File: src/rtl/cpu_types_pkg.sv
// Shared CPU types: pipeline controller state encoding, register-select and word types.
package cpu_types_pkg;

    typedef logic [4:0]  regbits_t;
    typedef logic [31:0] word_t;
    typedef logic [1:0]  pipe_state_t;

    localparam pipe_state_t INIT  = 2'd0;
    localparam pipe_state_t RUN   = 2'd1;
    localparam pipe_state_t DWAIT = 2'd2;
    localparam pipe_state_t HALT  = 2'd3;

    localparam word_t WORD_MAX = 32'hFFFF_FFFF;

    // Load in EX writes a register that the instruction in ID reads; r0 never hazards.
    function automatic logic load_use_hazard(input logic ex_dren, input regbits_t ex_wsel,
                                             input regbits_t id_rs, input regbits_t id_rt);
        return ex_dren && (ex_wsel != 5'd0) && ((ex_wsel == id_rs) || (ex_wsel == id_rt));
    endfunction

endpackage

File: src/rtl/pipe_perf_cnt.sv
// Saturating 32-bit event counter; only built when PIPE_CTRL_PERF_EN is defined.
`ifdef PIPE_CTRL_PERF_EN
module pipe_perf_cnt
    import cpu_types_pkg::*;
(
    input  logic  CLK,
    input  logic  nRST,
    input  logic  inc,
    output word_t count
);

    word_t count_q, count_d;

    always_comb begin
        count_d = count_q;
        if (inc && (count_q != WORD_MAX))
            count_d = count_q + 32'd1;
    end

    always_ff @(posedge CLK or negedge nRST) begin
        if (!nRST)
            count_q <= '0;
        else
            count_q <= count_d;
    end

    assign count = count_q;

endmodule
`endif

File: src/rtl/pipe_ctrl.sv
// Five-stage pipeline hazard/stall controller. Optional performance counters
// (stall_cnt, flush_cnt) are added when PIPE_CTRL_PERF_EN is defined.
module pipe_ctrl
    import cpu_types_pkg::*;
(
    input  logic        CLK,
    input  logic        nRST,
    input  logic        ihit,
    input  logic        dhit,
    input  logic        mem_dren,
    input  logic        mem_dwen,
    input  logic        mem_halt,
    input  logic        ex_redirect,
    input  logic        ex_dren,
    input  regbits_t    ex_wsel,
    input  regbits_t    id_rs,
    input  regbits_t    id_rt,
    output logic        pc_en,
    output logic        ifid_en,
    output logic        idex_en,
    output logic        exmem_en,
    output logic        memwb_en,
    output logic        ifid_flush,
    output logic        idex_flush,
    output logic        exmem_flush,
    output logic        memwb_flush,
    output logic        halted,
`ifdef PIPE_CTRL_PERF_EN
    output word_t       stall_cnt,
    output word_t       flush_cnt,
`endif
    output pipe_state_t dbg_state
);

    pipe_state_t state_q, state_d;
    logic        dpend;
    logic        load_use;

    assign dpend    = (mem_dren | mem_dwen) & ~dhit;
    assign load_use = load_use_hazard(ex_dren, ex_wsel, id_rs, id_rt);

    // Rules are checked in priority order; a pending data access freezes everything.
    always_comb begin
        state_d     = state_q;
        pc_en       = 1'b0;
        ifid_en     = 1'b0;
        idex_en     = 1'b0;
        exmem_en    = 1'b0;
        memwb_en    = 1'b0;
        ifid_flush  = 1'b0;
        idex_flush  = 1'b0;
        exmem_flush = 1'b0;
        memwb_flush = 1'b0;
        halted      = 1'b0;
        case (state_q)
            INIT: begin
                ifid_en     = 1'b1;
                idex_en     = 1'b1;
                exmem_en    = 1'b1;
                memwb_en    = 1'b1;
                ifid_flush  = 1'b1;
                idex_flush  = 1'b1;
                exmem_flush = 1'b1;
                memwb_flush = 1'b1;
                state_d     = RUN;
            end
            RUN, DWAIT: begin
                if (dpend) begin
                    state_d = DWAIT;
                end else begin
                    state_d  = RUN;
                    ifid_en  = 1'b1;
                    idex_en  = 1'b1;
                    exmem_en = 1'b1;
                    memwb_en = 1'b1;
                    if (mem_halt) begin
                        ifid_flush  = 1'b1;
                        idex_flush  = 1'b1;
                        exmem_flush = 1'b1;
                        state_d     = HALT;
                    end else if (ex_redirect) begin
                        ifid_flush = 1'b1;
                        idex_flush = 1'b1;
                        pc_en      = 1'b1;
                    end else if (load_use) begin
                        ifid_en    = 1'b0;
                        idex_flush = 1'b1;
                    end else if (!ihit) begin
                        ifid_flush = 1'b1;
                    end else begin
                        pc_en = 1'b1;
                    end
                end
            end
            HALT: begin
                halted = 1'b1;
            end
            default: begin
                state_d = INIT;
            end
        endcase
    end

    always_ff @(posedge CLK or negedge nRST) begin
        if (!nRST)
            state_q <= INIT;
        else
            state_q <= state_d;
    end

    assign dbg_state = state_q;

`ifdef PIPE_CTRL_PERF_EN
    logic active;
    logic stall_inc;
    logic flush_inc;

    assign active    = (state_q == RUN) || (state_q == DWAIT);
    assign stall_inc = active && !pc_en;
    assign flush_inc = active && !dpend && !mem_halt && ex_redirect;

    pipe_perf_cnt u_stall_cnt (
        .CLK   (CLK),
        .nRST  (nRST),
        .inc   (stall_inc),
        .count (stall_cnt)
    );

    pipe_perf_cnt u_flush_cnt (
        .CLK   (CLK),
        .nRST  (nRST),
        .inc   (flush_inc),
        .count (flush_cnt)
    );
`endif

endmodule
File: config.mk
export PLATFORM = sky130hd
export DESIGN_NAME = pipe_ctrl
export DESIGN_NICKNAME = d
export VERILOG_FILES = /design/src/rtl/cpu_types_pkg.sv /design/src/rtl/pipe_perf_cnt.sv /design/src/rtl/pipe_ctrl.sv
export SDC_FILE = /design/constraint.sdc
export NUM_CORES = 1
export LEC_CHECK = 0
export ABC_AREA = 1
export BUFFER_PORTS_ARGS = -buffer_cell sky130_fd_sc_hd__buf_2
export CORE_AREA = 2 2 39 41
export DETAILED_ROUTE_END_ITERATION = 16
export DIE_AREA = 0 0 41 43
export PLACE_DENSITY = 0.66
export SETUP_SLACK_MARGIN = 0.2
export SLEW_MARGIN = 20
export SYNTH_ARGS = -nofsm -noshare
export SYNTH_HDL_FRONTEND = slang
export SYNTH_SLANG_ARGS = --single-unit
File: constraint.sdc
create_clock -name CLK -period 1.6 [get_ports CLK]
set_input_delay 0.32 -clock CLK [delete_from_list [all_inputs] [get_ports CLK]]
set_output_delay 0.32 -clock CLK [all_outputs]
set_load 0.01 [all_outputs]
# After elaboration in Yosys (flattened, before gate mapping)

Index checks and enable logic that the tools add are counted.

Reduce and logical (&&, ||, !) cells: 7
Bitwise operators: 3
Muxes and demuxes: 32
Eq/ne operators: 5

Operators with widths:

| kind                                           | count |
|---|---|
| two-way mux 1 bit                              | 24 |
| == test 5 bit                                  | 2 |
| case mux 1 bit (2 select lines)                | 5 |
| nonzero test 5 bit                             | 1 |
| == test 2 bit (second input constant)          | 2 |
| two-way mux 2 bit                              | 2 |
| case mux 2 bit (2 select lines)                | 1 |
| == test 2 x 1 -> 1 bit (second input constant) | 1 |
| logical AND 1 bit                              | 2 |
| logical NOT 2 bit                              | 1 |
| nonzero test 2 bit                             | 1 |
| OR reduction 2 bit                             | 1 |
| bitwise AND 1 bit                              | 1 |
| logical OR 1 bit                               | 1 |
| inverter 1 bit                                 | 1 |
| bitwise OR 1 bit                               | 1 |

Flip-flop bits (word level): 2
Bits of input ports: 24
Output and inout port bits: 12
Logic and storage cells: 48

# Longest topological paths before layout

Gate-level depths: netlist of run 1.

Word-level depth: 8
Gate-level depth with buffers: 9

# Least setup slack after synthesis of run 1

OpenSTA, ideal clock, no wires.

Kind: reg-to-output
Start: reg state_q[0], in the netlist dbg_state[0]
End: out exmem_flush
Setup slack: -236 ps
Path buffers: 0
Stages on the path, launching flop included: 7
Required time: 1280 ps
Arrival: 1516 ps
Cell sequence: dfrtp_1 > inv_1 > ha_1 > nand2_1 > o22ai_1 > inv_1 > nor2_1

Cells in the longest elaborated chain, start to end: 3

RTL lines:

| item                                                    | RTL line         | RTL |
|---|---|---|
| from (decl)                                             | pipe_ctrl.sv:35  | `pipe_state_t state_q, state_d;` |
| from (signal assigned)                                  | pipe_ctrl.sv:108 | `state_q <= state_d;` |
| == test 2 x 1 -> 1 bit or == test 2 bit (tied branches) | pipe_ctrl.sv:55  | `case (state_q)` |
| OR reduction 2 bit                                      | pipe_ctrl.sv:55  |  |
| case mux 1 bit (2 select lines) *                       | pipe_ctrl.sv:55  |  |
| to (decl)                                               | pipe_ctrl.sv:25  | `output logic exmem_flush,` |

Mark *: on every way between the ends. The rest lies on a longest branch, timed or not.

# Worst setup path after layout of run 1

Start: reg state_q[0], in the netlist dbg_state[0]
End: out ifid_flush

Cells in the longest elaborated chain, start to end: 3

RTL lines:

| item                                                    | RTL line        | RTL |
|---|---|---|
| == test 2 x 1 -> 1 bit or == test 2 bit (tied branches) | pipe_ctrl.sv:55 |  |
| OR reduction 2 bit                                      | pipe_ctrl.sv:55 |  |
| case mux 1 bit (2 select lines) *                       | pipe_ctrl.sv:55 |  |
| to (decl)                                               | pipe_ctrl.sv:23 | `output logic ifid_flush,` |

Marks and branches as above.

==> results.md, run 1 <==
Clock network:
- The clock tree root buffer cell is sky130_fd_sc_hd__clkbuf_4.
- The number of clock sinks seen by CTS is 2.
- The worst-skew pair later-pin latency is 0.22 ns.
- After clock tree synthesis, the clock-pin slew on the worst setup and hold paths is 0.03 ns.
- In this run the number of H-tree levels came out at 1.
- The number of buffers on the longest clock path is 2.
- The number of clock buffers added by TritonCTS is 3.
- TritonCTS built the clock tree.

Timing:
- Static timing analysis puts the maximum clock frequency at 571 MHz.
- The final-report hold violation count is 0.
- The post-route clock period utilization is 109%.
- The worst pin sits at a relative slew slack of 81.0%.
- The worst setup slack after layout is -0.151 ns.
- Setup repair after global routing could not meet its margin everywhere.
- Setup violations remaining at the end of the flow were counted as 8.
- The shortest period the worst path allows is 1.75 ns.
- The worst-margin pin slew is 0.283 ns.
- The final-report max-slew violation count is 0.
- The worst clock skew is 0.00236 ns.

Power:
- IR analysis of the VDD net gives a maximum drop of 0.000995 V.
- The power density over cell area is 1680 nW/um2.
- The cell-internal power is 0.000718 W.
- The switching fraction of total power is 44.7%.
- The clock network accounts for 8.1% of the total power.
- For this design the static power due to leakage is 0.489 nW.
- The power after layout is 0.00130 W.
- Per report_power, the combinational group accounts for 84.1% of the total.
- The sequential share of power is 7.8%.
- For this design the total switching power over the nets is 0.000581 W.

Logic synthesis:
- Measured against the total synthesized area, the mux share comes to 0%.
- The portion of the post-synthesis area used by sequential elements is 11.8%.
- Counting every instance in the synthesized netlist gives 83.
- The synthesized netlist devotes 4.14% of its cell area to XOR and XNOR gates.
- The netlist area before placement is 423 um2.
- The adder-cell area share of the yosys netlist is 8.88%.
- Summing the areas of all and, or, nand and nor instances in the mapped netlist gives 44.4% of the synthesized area.
- The warning count from the yosys run is 0.
- The net count after synthesis is 110.
- Counting distinct cell types in the post-synthesis netlist gives 15.
- The synthesized area per cell is 5.10 um2.
- After synthesis, the largest family of logic cells by area is simple AND/OR/NAND/NOR gates.
- The flip-flop and latch count after synthesis is 2.
- The post-synthesis compound-gate area fraction is 8.58%.

Die:
- For this design the top-level I/O count stands at 36.
- For this configuration, the core starts out at a cell density of 30.6%.
- The die covers 1760 um2.
- The area of the placeable core is 1380 um2.
- The die is 41 um wide.
- The number of core rows is 14.
- In this run the vertical extent of the chip is 43 um.

Layout:
- Cells with a size suffix above 1 make up 50.8% of the layout.
- The number of flip-flops in the largest register is 2.
- The final cell utilization of the core is 55.7%.
- In the final design database the tool counted 157 nets.
- The library cells used most frequently in the layout, excluding fill and tap cells, are sky130_fd_sc_hd__buf_2 (34), sky130_fd_sc_hd__nand2_1 (24), sky130_fd_sc_hd__inv_1 (14), sky130_fd_sc_hd__nor2_1 (10), sky130_fd_sc_hd__buf_4 (8).
- The number of diodes is 0.
- Leaving out fill and tap cells, the most frequent cell in the layout is sky130_fd_sc_hd__buf_2.
- The synthesis-to-finish area growth is 82.2%.

Placement:
- The number of buffers inserted by port buffering is 35.
- The last weighted congestion value of the routability-driven placer is 0.795.
- The wire-length estimate of the detail-placed layout is 986 um.

Min path:
- The type of the tightest min-delay check is input pin to register.

GRT:
- The global route total overflow is 0.
- For this run, the total global-route usage over all layers was measured as 14.8%.
- The number of antenna violations at the first check in global routing is 0.
- Entering global routing, the biggest net connects 5 pins.
- The wire length of the first global-routing pass is 1840 um.
- The via count of the first global-routing pass is 543.

Worst setup path:
- The type of the worst setup path is register to primary output.
- The required arrival time at the worst endpoint is 1.28 ns.
- The kind of end point of the critical path is a primary output.
- The data arrival time of the worst path is 1.43 ns.
- The peak fanout along the critical path is 3.
- The startpoint kind of the worst setup timing path is a register.

Status:
- The run finished, with violations left.
- The checks that failed: negative setup slack.

Drt:
- The number of remaining DRC errors is 0.
- The total wire length after detailed routing is 1220 um.
- For this block, the initial DRC count from the detailed router was 5.
- The number of search-and-repair iterations in the first detailed-routing pass is 2.
- The total via count after detailed routing is 604.
- Dividing the detail-routed via count by the number of cells gives 4.19.
- The count of nets left with antenna violations once routing finished came out at 0.
- The final routed wire length divided by cell count is 8.46 um.

Job:
- Across the run, the number of max-cap violations was 0.
-- final timing paths --
path / from / cells past startpoint / endpoint / slack, ns
setup / recovery: dbg_state[0] / 7 / ifid_flush / -0.15
hold / removal: dhit / 3 / dbg_state[0] / 0.39
setup reg to reg: dbg_state[0] / 7 / dbg_state[0] / 0.27
hold reg to reg: dbg_state[0] / 2 / dbg_state[0] / 0.58
max in group asynchronous: nRST / 2 / dbg_state[1] / 1.05
min in group asynchronous: nRST / 2 / dbg_state[0] / 0.45
-- worst max-delay path: stages (launching register included) --
cell                      delay (ns)
sky130_fd_sc_hd__dfrtp_1        0.37
sky130_fd_sc_hd__inv_2          0.06
sky130_fd_sc_hd__ha_4           0.28
sky130_fd_sc_hd__nand2_4        0.05
sky130_fd_sc_hd__o22ai_4        0.14
sky130_fd_sc_hd__nand2_2        0.10
sky130_fd_sc_hd__nor2_4         0.11
sky130_fd_sc_hd__buf_6          0.10
-- layout make-up --
| class | count | area [um2] |
|---|---|---|
| clock buffers | 3 | 22.5 |
| fillers | 138 | 613 |
| inverters | 21 | 78.8 |
| multi-input cells | 58 | 348 |
| flip-flops and latches | 2 | 50.0 |
| well taps | 16 | 20.0 |
| repair buffers | 44 | 251 |
-- cells in the mapped netlist --
master                    count  area (um2)
sky130_fd_sc_hd__o21ai_1      1        5.00
sky130_fd_sc_hd__ha_1         3        37.5
sky130_fd_sc_hd__nand3_1      3        15.0
sky130_fd_sc_hd__nand2_1     28         105
sky130_fd_sc_hd__nor3_1       2        10.0
sky130_fd_sc_hd__xnor2_1      2        17.5
sky130_fd_sc_hd__buf_4        2        15.0
sky130_fd_sc_hd__dfrtp_1      2        50.1
sky130_fd_sc_hd__nand4_1      1        6.26
sky130_fd_sc_hd__a21oi_2      1        8.76
sky130_fd_sc_hd__a21oi_1      2        10.0
sky130_fd_sc_hd__inv_1       21        78.8
sky130_fd_sc_hd__nor2_1      12        45.0
sky130_fd_sc_hd__and3_1       1        6.26
sky130_fd_sc_hd__o22ai_1      2        12.5
-- through the flow --
stage               setup slack, ns  hold WS (ns)  area [um2]  instances  TNS (ns)
CTS                          -0.164         0.378         747        142    -0.935
finish                       -0.151         0.387         771        144    -0.883
detailed placement           0.0259         0.105         672        134         0
global placement             0.0264         0.104         672        134         0
global route                 -0.228         0.400         771        144     -1.45
floorplan                    0.0406        0.0244         477         83         0
-- power groups by stage --
stage / combinational, W / clock, W / sequential [W]
after floorplan: 0.000620 / 0 / 0.000118
after global placement: 0.000867 / 0 / 0.000107
after detailed placement: 0.000870 / 0 / 0.000108
after CTS: 0.00101 / 0.000112 / 0.000101
after global routing: 0.00120 / 0.000118 / 0.000105
final: 0.00109 / 0.000105 / 0.000101
-- layer usage --
| layer | vias up | track usage, % | share of wire, % |
|---|---|---|---|
| met5 | - | 0 | 0 |
| met4 | 0 | 4.00 | 0 |
| met2 | 15 | 28.7 | 55 |
| met1 | 253 | 14.8 | 41 |
| li1 | 336 | - | - |
| met3 | 0 | 1.57 | 4.1 |
-- timing repair --
action | 4_1_cts | 5_1_grt
endpoints found under the hold margin | 2 | 0
hold buffers | 1 | 0
cloned | 0 | 0
pin swaps | 2 | 1
endpoints found under the setup margin | 8 | 9
setup buffers | 4 | 2
resized for setup | 3 | 5
-- cells by family after synthesis --
| group | count (synthesis) |
|---|---|
| compound gates | 6 |
| xor+xnor | 2 |
| fa+ha+maj | 3 |
| simple gates | 47 |
| flops | 2 |
| buf+inv | 23 |
Power figures use the tool's default switching activity.
==> run 2, diff against run 1 <==
--- a/config.mk
+++ b/config.mk
@@ -10,7 +10,7 @@
 export CORE_AREA = 2 2 39 41
 export DETAILED_ROUTE_END_ITERATION = 16
 export DIE_AREA = 0 0 41 43
-export PLACE_DENSITY = 0.66
+export PLACE_DENSITY = 0.68
 export SETUP_SLACK_MARGIN = 0.2
 export SLEW_MARGIN = 20
 export SYNTH_ARGS = -nofsm -noshare
==> constraint.sdc (replaced) <==
create_clock -name CLK -period 1.42 [get_ports CLK]
set_input_delay 0.284 -clock CLK [delete_from_list [all_inputs] [get_ports CLK]]
set_output_delay 0.284 -clock CLK [all_outputs]
set_load 0.01 [all_outputs]
==> results.md, run 2 (synthesis gave the netlist of run 1 again) <==
Worst setup path:
- The most prevalent standard cell on the critical path is sky130_fd_sc_hd__inv_2.
- Walking the worst path, the cells encountered are inv_2 > ha_4 > nand2_4 > o22ai_4 > inv_2 > a21oi_2 > buf_2.
- The worst setup path is launched from a register.
- On the worst path, the slowest cell contributes a delay of 0.39 ns.
- The worst setup path is of the register to primary output kind.
- At the worst endpoint, the required time is 1.14 ns.
- The slowest cell on the critical path is sky130_fd_sc_hd__dfrtp_1.
- Of all nets on the critical path, the largest fanout is 4.
- The data arrival time of the worst path is 1.49 ns.
- STA classifies the critical path endpoint as a primary output.

Clock network:
- At the later pin of the worst-skew pair, clock insertion delay measures 0.22 ns.
- The clock passes through at most 2 buffers.
- The number of H-tree branching levels is 1.
- The number of clock buffers added by TritonCTS is 3.
- The root buffer cell chosen for the clock tree is sky130_fd_sc_hd__clkbuf_4.
- The clock edge transition at the registers on the reported setup and hold paths is 0.03 ns.
- The TritonCTS clock tree is done.
- The number of clock sinks seen by CTS is 2.

Die:
- The area of the placeable core is 1380 um2.
- The I/O pin count is 36.
- After floorplanning, the core was divided into 14 placement rows.
- The floorplan step defined a die boundary enclosing 1760 um2.
- The height of the die is 43 um.
- The starting density of the core is 30.6%.
- The chip width is 41 um.

GRT:
- In the global route stage, overall resource usage came out at 15.4%.
- The via count of the first global-routing pass is 562.
- The number of antenna violations at the first check in global routing is 0.
- The global route total overflow is 0.
- The largest net degree at the start of global routing is 6.
- The wire length of the first global-routing pass is 1980 um.

Layout:
- The number of flip-flops in the largest register is 2.
- From synthesis to final layout, the design area changed by 87.9%.
- The post-layout instance count excluding filler cells is 147.
- With fillers left out, the area of the finished cells amounts to 795 um2.
- The top cell types in the final layout, fill and taps aside, are sky130_fd_sc_hd__buf_2 (33), sky130_fd_sc_hd__nand2_1 (26), sky130_fd_sc_hd__inv_1 (17), sky130_fd_sc_hd__buf_4 (11), sky130_fd_sc_hd__nor2_1 (10).
- The layout net count is 160.
- Leaving out fill and tap cells, the most frequent cell in the layout is sky130_fd_sc_hd__buf_2.
- The repair_antennas step left the layout with diodes totalling 0.
- Fill cells in the final layout number 140.
- The post-route netlist has 48.1% of its cells at a drive strength greater than 1.

Drt:
- The number of search-and-repair iterations in the first detailed-routing pass is 2.
- The total wire length after detailed routing is 1230 um.
- The ratio of routed vias to standard cells is 4.31.
- The remaining antenna violation count is 0.
- In the routed design, unresolved DRC markers number 0.
- After detailed routing, the average wire length per cell comes to 8.35 um.
- The violation count after the first detailed-route iteration is 1.
- Summing over every cut layer, the via total after detailed routing is 634.

Timing:
- The final-report max-slew violation count is 0.
- The worst-case headroom to the max-slew limit is 81.4%.
- After layout, the worst path uses 125% of the clock period.
- Adding up every negative setup slack in the final design gives -2.42 ns.
- The worst clock skew is 0.00640 ns.
- Once routing completed, OpenROAD measured the worst setup slack at -0.358 ns.
- Setup repair after global routing could not meet its margin everywhere.
- The fmax is 562 MHz.
- The final-report hold violation count came to 0.
- The worst-margin pin slew is 0.278 ns.
- For the finished layout, the period the worst path requires is 1.78 ns.
- Setup violations remaining at the end of the flow were counted as 9.

Placement:
- The worst slack at placement is -0.105 ns.
- The last weighted congestion value of the routability-driven placer is 0.763.
- The placed instance count is 140.
- Detailed placement finished with a half-perimeter wire length of 1000 um.
- The number of buffers inserted by port buffering is 35.
- The cell area reported after detailed placement is 721 um2.

Status:
- The flow ran to the end, but the final reports show violations.
- The checks that failed: negative setup slack.

Power:
- The switching component of the power is 0.000666 W.
- In this run, flip-flops and latches consume 7.7% of the power.
- The completed layout was analyzed and its total power is 0.00152 W.
- For this design the ratio of total power to cell area is 1910 nW/um2.
- The logic gate share of total power is 83.9%.
- The internal power of the cells totals 0.000849 W.
- The worst-case IR drop observed on VDD is 0.000605 V.
- The switching fraction of total power is 44.0%.
- Summed over all cells, the static leakage comes to 0.506 nW.
- The clock network is responsible for 8.3% of the overall power.

Min path:
- The type of the tightest min-delay check is input pin to register.

Job:
- Across the run, the number of max-cap violations was 0.
==> run 2: cell types whose count changed in the layout (fill, tap and decap cells not counted) <==
cell                      change
sky130_fd_sc_hd__inv_1        +3
sky130_fd_sc_hd__nand2_2      -2
sky130_fd_sc_hd__inv_2        -3
sky130_fd_sc_hd__buf_6        +1
sky130_fd_sc_hd__buf_2        -1
sky130_fd_sc_hd__nand2_1      +2
sky130_fd_sc_hd__buf_4        +3
==> run 2: final timing paths <==
| path | startpoint | to | cells after the start | slack, ns |
|---|---|---|---|---|
| max | dbg_state[0] | idex_flush | 7 | -0.36 |
| min | dhit | dbg_state[0] | 3 | 0.37 |
| max reg2reg | dbg_state[0] | dbg_state[0] | 8 | -0.06 |
| min reg2reg | dbg_state[1] | dbg_state[1] | 3 | 0.69 |
| max in group asynchronous | nRST | dbg_state[1] | 2 | 0.93 |
| min in group asynchronous | nRST | dbg_state[0] | 2 | 0.38 |
==> run 2: metrics by stage <==
step                      hold slack, ns  util (%)
final                              0.365      57.4
after global routing               0.383      57.4
after CTS                          0.358      55.9
after detailed placement          0.0692      52.1
after global placement            0.0683      52.1
after floorplan                  -0.0116         -
==> run 2: timing repair <==
| action | 4_1_cts | 5_1_grt |
|---|---|---|
| hold buffers | 1 | 0 |
| endpoints found under the setup margin | 11 | 13 |
| hold endpoints to repair | 2 | 0 |
| pin swaps | 0 | 5 |
| gates resized for setup | 2 | 1 |
| setup buffers | 1 | 2 |
==> run 2: layer usage <==
metal | track usage (%) | vias up | wire length (um)
met5 | 0 | - | 0
met3 | 1.57 | 0 | 65
met2 | 30.0 | 19 | 700
li1 | - | 345 | -
met1 | 15.7 | 270 | 461
met4 | 4.00 | 0 | 0
==> run 2: worst max-delay path: cells and delay by family (launching register included) <==
kind | cells | cell delay, ns
simple gates | 1 | 0.05
fa+ha+maj | 1 | 0.28
compound gates | 2 | 0.27
buf+inv | 3 | 0.28
flops | 1 | 0.39
==> run 2: power by group through the flow <==
stage	logic [W]	clock network, W	registers [W]
final	0.00127	0.000126	0.000117
after global routing	0.00141	0.000142	0.000121
after CTS	0.00117	0.000134	0.000117
after detailed placement	0.00108	0	0.000114
after global placement	0.00108	0	0.000113
after floorplan	0.000702	0	0.000133
==> run 2: layout make-up <==
class,instances,area (um2),share of cell area (%)
clock buffer,3,22.5,2.83
inverter,21,78.8,9.92
multi-input combinational,58,343,43.1
sequential,2,50.0,6.30
tap,16,20.0,2.52
timing repair buffer,47,280,35.3
==> run 3, diff against run 2 <==
--- a/config.mk
+++ b/config.mk
@@ -10,6 +10,7 @@
 export CORE_AREA = 2 2 39 41
 export DETAILED_ROUTE_END_ITERATION = 16
 export DIE_AREA = 0 0 41 43
+export GPL_TIMING_DRIVEN = 0
 export PLACE_DENSITY = 0.68
 export SETUP_SLACK_MARGIN = 0.2
 export SLEW_MARGIN = 20
==> results.md, run 3 (synthesis gave the netlist of run 1 again) <==
Status:
- The flow ran to the end, but the final reports show violations.
- The final reports fail on negative setup slack.

Timing:
- The summed negative setup slack over all endpoints is -2.23 ns.
- The final-report hold violation count is 0.
- The worst-case headroom to the max-slew limit is 84.0%.
- Across the routed clock network, the largest skew measured is 0.00490 ns.
- For the pin with the worst max-slew slack, the measured transition is 0.239 ns.
- The routed design could run at a clock period as short as 1.76 ns.
- The final-report max-slew violation count is 0.
- After layout, the worst setup slack is -0.341 ns.
- Setup repair after global routing could not meet its margin everywhere.
- The fmax is 568 MHz.
- The worst path uses 124% of the clock period.
- Setup violations remaining at the end of the flow were counted as 8.

Worst setup path:
- Walking the worst path, the cells encountered are inv_2 > ha_4 > nand2_4 > o22ai_4 > inv_2 > a21oi_2 > buf_2.
- The slowest cell on the critical path is sky130_fd_sc_hd__dfrtp_1.
- The critical path is of the register to primary output type.
- Data on the critical path is required at its endpoint by 1.14 ns.
- Along the worst path, the maximum fanout reaches 5.
- Counting cells, the worst reg-to-reg path comes to 7.
- The startpoint identified for the worst register-to-register timing path is dbg_state[0].
- The endpoint identified for the worst register-to-register timing path is dbg_state[0].
- The most prevalent standard cell on the critical path is sky130_fd_sc_hd__inv_2.
- The buffer and inverter count on the worst path is 3.
- In this run the number of cells on the critical path is 7.
- The kind of cell with the highest combined delay on the critical path is flip-flops.
- In this design, the stage delay of the slowest critical-path cell is 0.38 ns.
- STA classifies the critical path startpoint as a register.
- The worst setup path is captured at a primary output.
- The setup slack of the worst register-to-register path is 0.12 ns.
- For the worst setup path, the data arrival time is 1.48 ns.

Power:
- Of the total power, the clock network draws 9.2%.
- The cell leakage power is 0.493 nW.
- Net switching is 44.4% of the power.
- The sequential share of power is 7.7%.
- The power density over cell area is 1920 nW/um2.
- The cell-internal power is 0.000822 W.
- The peak ir drop on the vdd network is 0.000626 V.
- The analysis attributes to net switching a power of 0.000657 W.
- Power comes to 0.00148 W.
- Of the total power, combinational logic draws 83.1%.

GRT:
- The wire length of the first global-routing pass is 1960 um.
- The number of antenna violations at the first check in global routing is 0.
- Global routing used 15.6% of the available tracks.
- The largest net degree at the start of global routing is 6.
- The global route total overflow is 0.
- The via count of the first global-routing pass was 534.

Die:
- The floorplan has 14 rows.
- Once the floorplan was initialized, standard cells occupied 30.6% of the core.
- The die is 41 um wide.
- The die is 43 um tall.
- During I/O placement, the number of pins put on the boundary was 36.
- The core region is 1380 um2.
- The die covers 1760 um2.

Layout:
- The number of flip-flops in the largest register is 2.
- The number of antenna diodes in the final layout is 0.
- The top cell types in the final layout, fill and taps aside, are sky130_fd_sc_hd__buf_2 (33), sky130_fd_sc_hd__nand2_1 (26), sky130_fd_sc_hd__inv_1 (17), sky130_fd_sc_hd__nor2_1 (10), sky130_fd_sc_hd__buf_4 (8).
- The final cell utilization of the core is 55.7%.
- The layout net count is 157.
- Fill cells in the final layout number 142.
- The most common cell after layout, fill and taps aside is sky130_fd_sc_hd__buf_2.
- The synthesis-to-finish area growth is 82.2%.
- The share of final-layout standard cells stronger than drive strength 1 is 47.7%.
- The multi-input combinational cells in the finished layout cover a total of 342 um2.
- Across the whole layout, storage elements account for 50.0 um2.

Drt:
- The violation count after the first detailed-route iteration is 6.
- Dividing the detail-routed via count by the number of cells gives 4.31.
- The remaining antenna violation count is 0.
- The number of search-and-repair iterations in the first detailed-routing pass is 2.
- The final routed wire length divided by cell count is 8.07 um.
- The total wire length after detailed routing is 1160 um.
- The number of remaining DRC errors is 0.
- The total via count after detailed routing is 620.

Clock network:
- The tree is rooted in a sky130_fd_sc_hd__clkbuf_4.
- The worst-skew pair later-pin latency is 0.23 ns.
- The number of H-tree branching levels is 1.
- The TritonCTS clock tree is done.
- The clock edge transition at the registers on the reported setup and hold paths is 0.04 ns.
- Counting along the longest clock path gives a buffer depth of 2.
- The number of clock sinks seen by CTS is 2.
- The number of CTS-inserted buffers is 3.

Min path:
- Counting instances, the worst hold path has a depth of 3.
- The worst hold path belongs to the class input pin to register.
- The startpoint identified for the worst hold timing path is dhit.
- The path with the worst hold slack has its endpoint at dbg_state[0].

Placement:
- At the end of routability-driven placement, the weighted congestion stood at 0.752.
- Prior to clock tree synthesis, the placed netlist has a worst setup slack of -0.163 ns.
- Summed over all nets, the half-perimeter wirelength after detailed placement is 968 um.
- The number of buffers inserted by port buffering is 35.

Job:
- The max-capacitance violation count is 0.
-- run 3: worst max-delay path by stage --
stage | startpoint | end
4_1_cts | dbg_state[0] | idex_flush
6_report | dbg_state[0] | idex_flush
3_3_place_gp | dbg_state[0] | ifid_flush
3_5_place_dp | dbg_state[0] | ifid_flush
5_1_grt | dbg_state[0] | idex_flush
2_1_floorplan | dbg_state[0] | ifid_flush
-- run 3: final cells by class --
class	count	area share (%)
Timing Repair Buffer	42	31.5
Tap cell	16	2.60
Inverter	21	10.2
Clock buffer	3	2.92
Multi-Input combinational cell	58	44.3
Buffer	2	1.95
Sequential cell	2	6.49
-- run 3: what timing repair did --
item,4_1_cts,5_1_grt
endpoints found under the setup margin,10,11
hold endpoints to repair,2,0
pin swaps,6,1
gates resized for setup,2,1
hold buffers,1,0
setup buffers,4,2
-- run 3: metal layers --
layer	part of all wire [%]	global-route usage, %
met1	40	17.6
met3	6.9	2.09
met2	51	27.5
met5	0	0
met4	1.3	6.00
-- run 3: stage by stage --
stage	instance area, um2	hold WS [ns]	instances
global placement	676	0.0678	134
CTS	751	0.346	142
finish	771	0.350	144
detailed placement	676	0.0691	134
global route	771	0.372	144
floorplan	480	-0.0116	83
-- run 3: power by group through the flow --
stage | clock network [W] | logic [W] | registers [W]
2_1_floorplan | 0 | 0.000702 | 0.000133
3_3_place_gp | 0 | 0.00100 | 0.000120
3_5_place_dp | 0 | 0.00102 | 0.000121
4_1_cts | 0.000139 | 0.00117 | 0.000114
5_1_grt | 0.000145 | 0.00137 | 0.000120
6_report | 0.000137 | 0.00123 | 0.000114
-- run 3: worst register-to-register path, stage by stage, from the launching register on --
cell	delay, ns
sky130_fd_sc_hd__dfrtp_1	0.38
sky130_fd_sc_hd__inv_2	0.07
sky130_fd_sc_hd__ha_4	0.27
sky130_fd_sc_hd__nand2_4	0.06
sky130_fd_sc_hd__buf_4	0.12
sky130_fd_sc_hd__buf_4	0.13
sky130_fd_sc_hd__nor3_2	0.10
sky130_fd_sc_hd__a21oi_1	0.06
